**src/rtl/hilo_muldiv_iter.sv**
```systemverilog
// Multi-cycle HI/LO multiply/divide unit: shift-add multiply and restoring divide, one bit per cycle.
// Also holds the architectural HI/LO registers written by MTHI/MTLO.
module hilo_muldiv_iter #(
  parameter int unsigned WIDTH     = 32,
  parameter int unsigned FAST_MULT = 0
) (
  input  logic             clk,
  input  logic             reset,
  input  logic             start,
  input  logic [2:0]       op,
  input  logic [WIDTH-1:0] in_1,
  input  logic [WIDTH-1:0] in_2,
  output logic             busy,
  output logic             done,
  output logic [WIDTH-1:0] hi,
  output logic [WIDTH-1:0] lo
);

  localparam int unsigned     CntW    = $clog2(WIDTH);
  localparam logic [CntW-1:0] LastCnt = CntW'(WIDTH - 1);

  typedef enum logic [1:0] {StIdle, StCalc, StFix} state_e;

  state_e               state_q, state_d;
  logic [CntW-1:0]      count_q, count_d;
  logic [2*WIDTH-1:0]   acc_q, acc_d;
  logic [WIDTH-1:0]     opnd_q, opnd_d;
  logic                 is_div_q, is_div_d;
  logic                 neg_res_q, neg_res_d;
  logic                 neg_rem_q, neg_rem_d;
  logic [WIDTH-1:0]     hi_q, hi_d, lo_q, lo_d;
  logic                 done_q, done_d;

  logic                 is_signed;
  logic [WIDTH-1:0]     mag_1, mag_2;
  logic [2*WIDTH-1:0]   prod_u, prod_s;
  logic [WIDTH:0]       mul_sum;
  logic [2*WIDTH-1:0]   mul_step;
  logic [WIDTH:0]       div_shift;
  logic [WIDTH-1:0]     div_diff;
  logic                 div_ge;
  logic [2*WIDTH-1:0]   div_step;
  logic [WIDTH-1:0]     quo, rem;

  assign is_signed = op[2];
  // Negating the most-negative value wraps back to itself, which reads correctly as 2^(WIDTH-1).
  assign mag_1 = (is_signed && in_1[WIDTH-1]) ? -in_1 : in_1;
  assign mag_2 = (is_signed && in_2[WIDTH-1]) ? -in_2 : in_2;

  assign prod_u = {{WIDTH{1'b0}}, in_1} * {{WIDTH{1'b0}}, in_2};
  assign prod_s = {{WIDTH{in_1[WIDTH-1]}}, in_1} * {{WIDTH{in_2[WIDTH-1]}}, in_2};

  // Multiply: acc = {partial product, remaining multiplier bits}.
  assign mul_sum  = {1'b0, acc_q[2*WIDTH-1:WIDTH]} + {1'b0, opnd_q};
  assign mul_step = acc_q[0] ? {mul_sum, acc_q[WIDTH-1:1]} : {1'b0, acc_q[2*WIDTH-1:1]};

  // Divide: acc = {partial remainder, dividend bits shifting into quotient}.
  assign div_shift = {acc_q[2*WIDTH-1:WIDTH], acc_q[WIDTH-1]};
  assign div_ge    = div_shift >= {1'b0, opnd_q};
  assign div_diff  = div_shift[WIDTH-1:0] - opnd_q;
  assign div_step  = div_ge ? {div_diff, acc_q[WIDTH-2:0], 1'b1}
                            : {div_shift[WIDTH-1:0], acc_q[WIDTH-2:0], 1'b0};

  assign quo = acc_q[WIDTH-1:0];
  assign rem = acc_q[2*WIDTH-1:WIDTH];

  always_comb begin
    state_d   = state_q;
    count_d   = count_q;
    acc_d     = acc_q;
    opnd_d    = opnd_q;
    is_div_d  = is_div_q;
    neg_res_d = neg_res_q;
    neg_rem_d = neg_rem_q;
    hi_d      = hi_q;
    lo_d      = lo_q;
    done_d    = 1'b0;
    unique case (state_q)
      StIdle: begin
        if (start) begin
          if (op[2:1] == 2'b00) begin
            if (op[0]) lo_d = in_1;
            else       hi_d = in_1;
          end else if (op[1]) begin
            if (FAST_MULT != 0 && !op[0]) begin
              {hi_d, lo_d} = is_signed ? prod_s : prod_u;
              done_d       = 1'b1;
            end else begin
              state_d   = StCalc;
              count_d   = '0;
              is_div_d  = op[0];
              neg_res_d = is_signed & (in_1[WIDTH-1] ^ in_2[WIDTH-1]);
              neg_rem_d = is_signed & in_1[WIDTH-1];
              opnd_d    = op[0] ? mag_2 : mag_1;
              acc_d     = {{WIDTH{1'b0}}, (op[0] ? mag_1 : mag_2)};
            end
          end
        end
      end
      StCalc: begin
        acc_d   = is_div_q ? div_step : mul_step;
        count_d = count_q + 1'b1;
        if (count_q == LastCnt) state_d = StFix;
      end
      StFix: begin
        if (is_div_q) begin
          // Zero divisor leaves |dividend| as remainder, so hi recovers in_1 after sign fix.
          lo_d = (opnd_q == '0) ? '1 : (neg_res_q ? -quo : quo);
          hi_d = neg_rem_q ? -rem : rem;
        end else begin
          {hi_d, lo_d} = neg_res_q ? -acc_q : acc_q;
        end
        done_d  = 1'b1;
        state_d = StIdle;
      end
      default: state_d = StIdle;
    endcase
  end

  always_ff @(posedge clk or posedge reset) begin
    if (reset) begin
      state_q   <= StIdle;
      count_q   <= '0;
      acc_q     <= '0;
      opnd_q    <= '0;
      is_div_q  <= 1'b0;
      neg_res_q <= 1'b0;
      neg_rem_q <= 1'b0;
      hi_q      <= '0;
      lo_q      <= '0;
      done_q    <= 1'b0;
    end else begin
      state_q   <= state_d;
      count_q   <= count_d;
      acc_q     <= acc_d;
      opnd_q    <= opnd_d;
      is_div_q  <= is_div_d;
      neg_res_q <= neg_res_d;
      neg_rem_q <= neg_rem_d;
      hi_q      <= hi_d;
      lo_q      <= lo_d;
      done_q    <= done_d;
    end
  end

  assign busy = (state_q != StIdle);
  assign done = done_q;
  assign hi   = hi_q;
  assign lo   = lo_q;

endmodule
```
**config.mk**
```make
export PLATFORM = sky130hd
export DESIGN_NAME = hilo_muldiv_iter
export DESIGN_NICKNAME = d
export VERILOG_FILES = /design/src/rtl/hilo_muldiv_iter.sv
export SDC_FILE = /design/constraint.sdc
export NUM_CORES = 1
export LEC_CHECK = 0
export CORE_MARGIN = 5
export CORE_UTILIZATION = 46
export DETAILED_ROUTE_END_ITERATION = 16
export PLACE_DENSITY = 0.68
export SLEW_MARGIN = 10
export SYNTH_ARGS = -nofsm -noshare
export SYNTH_HDL_FRONTEND = slang
export SYNTH_SLANG_ARGS = --single-unit
```
**constraint.sdc**
```tcl
create_clock -name clk -period 5 [get_ports clk]
set_input_delay 0.75 -clock clk [delete_from_list [all_inputs] [get_ports clk]]
set_output_delay 0.75 -clock clk [all_outputs]
set_load 0.1 [all_outputs]
```
==> reports/results.ini <==
[synth]
netlist_area_mm2 = 0.01548
synth_nets = 2094
ys_seq_area_frac = 0.2764
syn-instance-count = 1952
syn-mean-instance-area_um2 = 7.931
synth_cell_type_count = 82
ys_ff_latch = 171
synthFlopType = dfrtp_1
yosysWarnings = 0
ys_async_sr_fraction = 1.000
synth_edf_count = 0

[place]
post-dp-hpwl_um = 46740
portBuffers = 135
place_congestion = 1.030

[clock_tree]
clock-root-buffer = clkbuf_16
clock_latency_ns = 0.45
htreeDepth = 4
cts_tree = yes
cts_resized = 0
hold_buffers = 0
path_clk_slew_ns = 0.08
clk_path_buf_depth = 2
cts_made_buffers = 17
postCtsSetupRepairBufs = 0
clock_sinks = 171

[sta]
rsz0062_at_grt = no
fin_crit_sh = 0.7733
drv_slew = 0
worstMarginPinSlew_ns = 1.133
finalSetupTns_ns = 0
fmax_mhz = 258.6
setup_viol = 0
finalHoldViolCount = 0
fin_crit_ns = 3.866
worst_slew_margin_rel = 0.2449
hold_ws_ns = 0.5032
skew_ns = 0.01756

[setup_path]
arrival_ns = 4.16
path_class = flop to flop
crit_path_end_kind = flop
reg2regPathDepth = 12
worst_ep_required_time_ns = 5.29
crit_fanout = 20
cp-start-kind = flop

[routing]
ant_nets = 0
drt-wirelength-per-cell_um = 24.87
dr.pass1.iters = 6
avgViaCountPerCell = 6.391
first_iter_violations = 1792
num_vias = 15747
remaining_drc_errors = 0
wl_um = 61280

[run]
cap_violations = 0

[global_routing]
grt_usage = 0.3156
grt_antenna_before_repair = 0
grt_pass1_wl_um = 93160
grt_pass1_vias = 14988
gr-usage-met2 = 0.4804
grt_max_degree = 172
overflow = 0
use_met1 = 0.4415
met3_usage = 0.06836
grt-busiest-layer = met2

[final_layout]
area_growth_pct = 15.02
diodes = 0
drive_gt1_frac = 0.05605
layout.nets = 2145
nFillCells = 3215

[floorplanning]
dieArea_mm2 = 0.03742
die_h_um = 193.5
initial_utilization = 0.4640
rows = 67
die_x_um = 193.5
ios = 136
core_mm2 = 0.03336

[min_path]
hp-class = flop to flop
holdPathStages = 1

[status]
status = finished clean

-- per-stage QoR --
| stage | area [µm²] | setup WS, ns | utilization | instances |
|---|---|---|---|---|
| global placement | 17180 | 1.195 | 0.5150 | 2432 |
| finish | 17810 | 1.134 | 0.5337 | 2464 |
| global route | 17810 | 0.9364 | 0.5337 | 2464 |
| detailed placement | 17180 | 1.107 | 0.5150 | 2432 |
| CTS | 17810 | 1.260 | 0.5337 | 2464 |
| floorplan | 15480 | 1.777 | - | 1952 |
-- path summary, 6_finish.rpt --
check	from	endpoint	slack, ns
max	opnd_q[26]	acc_q[36]	1.13
max in group asynchronous	reset	is_div_q	3.24
min reg2reg	count_q[0]	count_q[0]	0.50
min in group asynchronous	reset	lo[8]	0.89
max reg2reg	opnd_q[26]	acc_q[36]	1.13
min	count_q[0]	count_q[0]	0.50
-- state kept, by name, indices dropped and copies added, names as in the netlist --
register,count
hi,32
state_q,2
count_q,5
done,1
opnd_q,32
lo,32
acc_q,64
neg_rem_q,1
neg_res_q,1
is_div_q,1
-- Yosys cell counts, types with 31 or more instances --
cell type / number / area, µm²
clkbuf_1: 120 / 450.4
o21ai_1: 46 / 230.2
nand2_1: 183 / 686.9
a211oi_1: 34 / 255.2
xnor2_1: 63 / 551.8
mux2i_1: 117 / 1171
nor3_1: 46 / 230.2
xor2_1: 105 / 919.6
dfrtp_1: 171 / 4279
o21ai_0: 132 / 660.6
inv_1: 57 / 214.0
ha_1: 70 / 875.8
nor2_1: 156 / 585.6
a21oi_1: 171 / 855.8
nand3_1: 31 / 155.2
-- layout make-up --
cell class                      instances  area, µm²  area share
Clock buffer                           17      425.4     0.02389
Clock inverter                         15      197.7     0.01110
Inverter                               58      221.5     0.01244
Multi-Input combinational cell       1577      10440      0.5863
Sequential cell                       171       4280      0.2404
Tap cell                              448      560.5     0.03148
Timing Repair Buffer                  178       1682     0.09443
-- metal layers --
metal	routed length (µm)	vias to the layer above
met5	0	-
met3	6157	131
li1	-	7210
met2	26560	800
met4	2609	0
met1	25960	7606
-- cells in the final DEF (no fill, tap or decap), types with 23 or more instances in the layout --
| cell type | netlist | layout |
|---|---|---|
| nor3_1 | 46 | 46 |
| dfrtp_1 | 171 | 170 |
| xnor2_1 | 63 | 63 |
| o211ai_1 | 23 | 23 |
| nor2b_1 | 25 | 24 |
| mux2i_1 | 117 | 117 |
| nand3_1 | 31 | 31 |
| a31oi_1 | 30 | 30 |
| ha_1 | 70 | 70 |
| clkdlybuf4s50_1 | 0 | 134 |
| a22oi_1 | 29 | 29 |
| inv_1 | 57 | 55 |
| a211oi_1 | 34 | 34 |
| a21o_1 | 25 | 25 |
| o21ai_0 | 132 | 132 |
| nand2_1 | 183 | 183 |
| xor2_1 | 105 | 105 |
| a21oi_1 | 171 | 171 |
| nor2_1 | 156 | 155 |
| buf_4 | 0 | 42 |
| o21ai_1 | 46 | 46 |
-- cell families (layout without fill, tap and decap cells) --
group | count (synthesis) | after routing | share of synthesized area
AO/OA/AOI/OAI | 610 | 610 | 0.2468
AND/OR/NAND/NOR | 596 | 596 | 0.1865
buffers and inverters | 204 | 268 | 0.05019
flip-flops | 171 | 171 | 0.2764
XOR/XNOR | 168 | 168 | 0.09505
multiplexers | 131 | 131 | 0.08583
adder cells (fa/ha/maj) | 72 | 72 | 0.05916
-- critical path: stages (launching register included) --
cell	delay (ns)
dfrtp_1	0.46
inv_1	0.12
ha_1	0.40
a21oi_1	0.20
o21ai_1	0.11
a211oi_1	0.24
nor2_1	0.09
nor4_1	0.64
o21a_1	0.72
buf_4	0.37
nor2_1	0.07
a21oi_1	0.14
o221ai_1	0.14
Power is not shown: default switching activity piles up to over one toggle a cycle in this logic, so the estimate is an artifact.
==> edit, RTL diff (config.mk and constraints unchanged) <==
The parameter `WIDTH` goes from 32 to 16.
--- a/src/rtl/hilo_muldiv_iter.sv
+++ b/src/rtl/hilo_muldiv_iter.sv
@@ -2,5 +2,5 @@
 // Also holds the architectural HI/LO registers written by MTHI/MTLO.
 module hilo_muldiv_iter #(
-  parameter int unsigned WIDTH     = 32,
+  parameter int unsigned WIDTH     = 16,
   parameter int unsigned FAST_MULT = 0
 ) (
Ports: changed (resized hi, in_1, in_2 and lo); port bits go from 136 to 72. The function was not compared with the original's and may differ.
==> edit against the unedited design <==
Worst setup slack better by 0.50 ns; wire length down 64%; maximum frequency up 15%; sequential cell count down 81; area after synthesis down 52%; final cell count down 52%; cell area down 51%; synthesized cell count down 53%; critical path type unchanged; critical endpoint is now acc_q[29]$_DFFE_PP0P_.
Power is left out: the tool's default activity adds up to more than one toggle a clock period on the data nets, which glitch-free logic cannot reach.
==> edit: results (changes against the unedited design) <==
[global_route]
grt_pass1_vias = 6263  ; was 14990
grtUsageTotal = 0.2383  ; was 0.3156

[layout]
nFillCells = 1556  ; was 3215
nets = 1042  ; was 2145
largest_register_ffs = 32  ; was 64
drive_above_1_share = 0.04227  ; was 0.05605

[logic_synthesis]
synth.area.top_cells = dfrtp_1 30%, mux2i_1 9.0%, ha_1 6.2%  ; was dfrtp_1 28%, mux2i_1 7.6%, xor2_1 5.9%
synth.avg_cell_area_um2 = 8.081  ; was 7.931 um^2
synth_top_cells_by_count = 94 x nor2_1, 92 x nand2_1, 90 x dfrtp_1, 86 x a21oi_1, 67 x mux2i_1  ; was 183 x nand2_1, 171 x a21oi_1, 171 x dfrtp_1, 156 x nor2_1, 132 x o21ai_0
seq_area_frac_synth = 0.3007  ; was 0.2764
ys_types = 60  ; was 82

[cts]
cts_max_level = 3  ; was 4
clock_latency_ns = 0.35  ; was 0.45 ns
cts_inserted_buffers = 9  ; was 17

[critical_path]
setup.worst_path.start = acc_q[16]$_DFFE_PP0P_  ; was opnd_q[26]$_DFFE_PP0P_
worstPathArrival_ns = 3.60  ; was 4.16 ns
crit_slowest_cell = dfrtp_1  ; was o21a_1
path_max_fanout = 13  ; was 20
reg2reg_slack_ns = 1.64  ; was 1.13 ns
r2r-end = acc_q[29]$_DFFE_PP0P_  ; was acc_q[36]$_DFFE_PP0P_

[place]
hpwlAfterDp_um = 17020  ; was 46740 um
gp_congestion = 0.9068  ; was 1.030
io_buffers = 71  ; was 135
place_ws_ns = 1.653  ; was 1.107 ns

[drt]
vias = 6868  ; was 15750
via_per_inst = 5.791  ; was 6.391
wl_um = 22330  ; was 61280 um

[timing]
max_slew_margin = 0.2882  ; was 0.2449
fin_skew_ns = 0.009905  ; was 0.01756 ns

[run_status]
status = finished, final reports clean  ; unchanged

edit: logic make-up (layout without fill, tap and decap cells):
| family | Yosys count | in the layout | share of synthesized area |
|---|---|---|---|
| flops | 90 | 90 | 0.3007 |
| fa+ha+maj | 39 | 39 | 0.06715 |
| xor+xnor | 81 | 81 | 0.09471 |
| mux | 69 | 69 | 0.09253 |
| compound gates | 275 | 275 | 0.2233 |
| simple gates | 283 | 283 | 0.1725 |
| buf+inv | 90 | 133 | 0.04911 |
edit: stage by stage:
step / cell area [um^2] / hold WS, ns / util
detailed placement: 8337 / 0.5214 / 0.5229
CTS: 8648 / 0.5324 / 0.5425
global placement: 8337 / 0.5157 / 0.5229
finish: 8648 / 0.5298 / 0.5425
floorplan: 7491 / 0.4870 / -
global route: 8648 / 0.5664 / 0.5425
edit: worst register-to-register path: stages (launching register included):
cell and delay [ns]:
dfrtp_1 0.58, ha_1 0.33, a21oi_1 0.26, o21ai_2 0.13
a211oi_2 0.34, o21ai_1 0.17, a311oi_4 0.52, buf_4 0.35
mux2i_1 0.22, a21oi_1 0.08, a32o_1 0.27
edit: how the worst max path moves through the flow:
stage	end	slack, ns
final	acc_q[29]$_DFFE_PP0P_	1.64
after global routing	acc_q[29]$_DFFE_PP0P_	1.43
after CTS	acc_q[29]$_DFFE_PP0P_	1.64
after detailed placement	acc_q[29]$_DFFE_PP0P_	1.65
after global placement	acc_q[13]$_DFFE_PP0P_	1.72
after floorplan	acc_q[0]$_DFFE_PP0P_	1.91
edit: metal layers:
metal,up-vias,GRT usage,part of all wire
li1,3380,-,-
met2,220,0.3644,0.44
met1,3249,0.3513,0.47
met5,-,0,0
met4,0,0.05931,0.015
met3,19,0.03689,0.076
edit: area by class of cell:
type | count | area share
clock buffer | 10 | 0.02763
clock inverter | 6 | 0.008391
inverter | 36 | 0.01577
multi-input combinational | 747 | 0.5655
sequential | 90 | 0.2606
tap | 216 | 0.03125
timing repair buffer | 81 | 0.09086
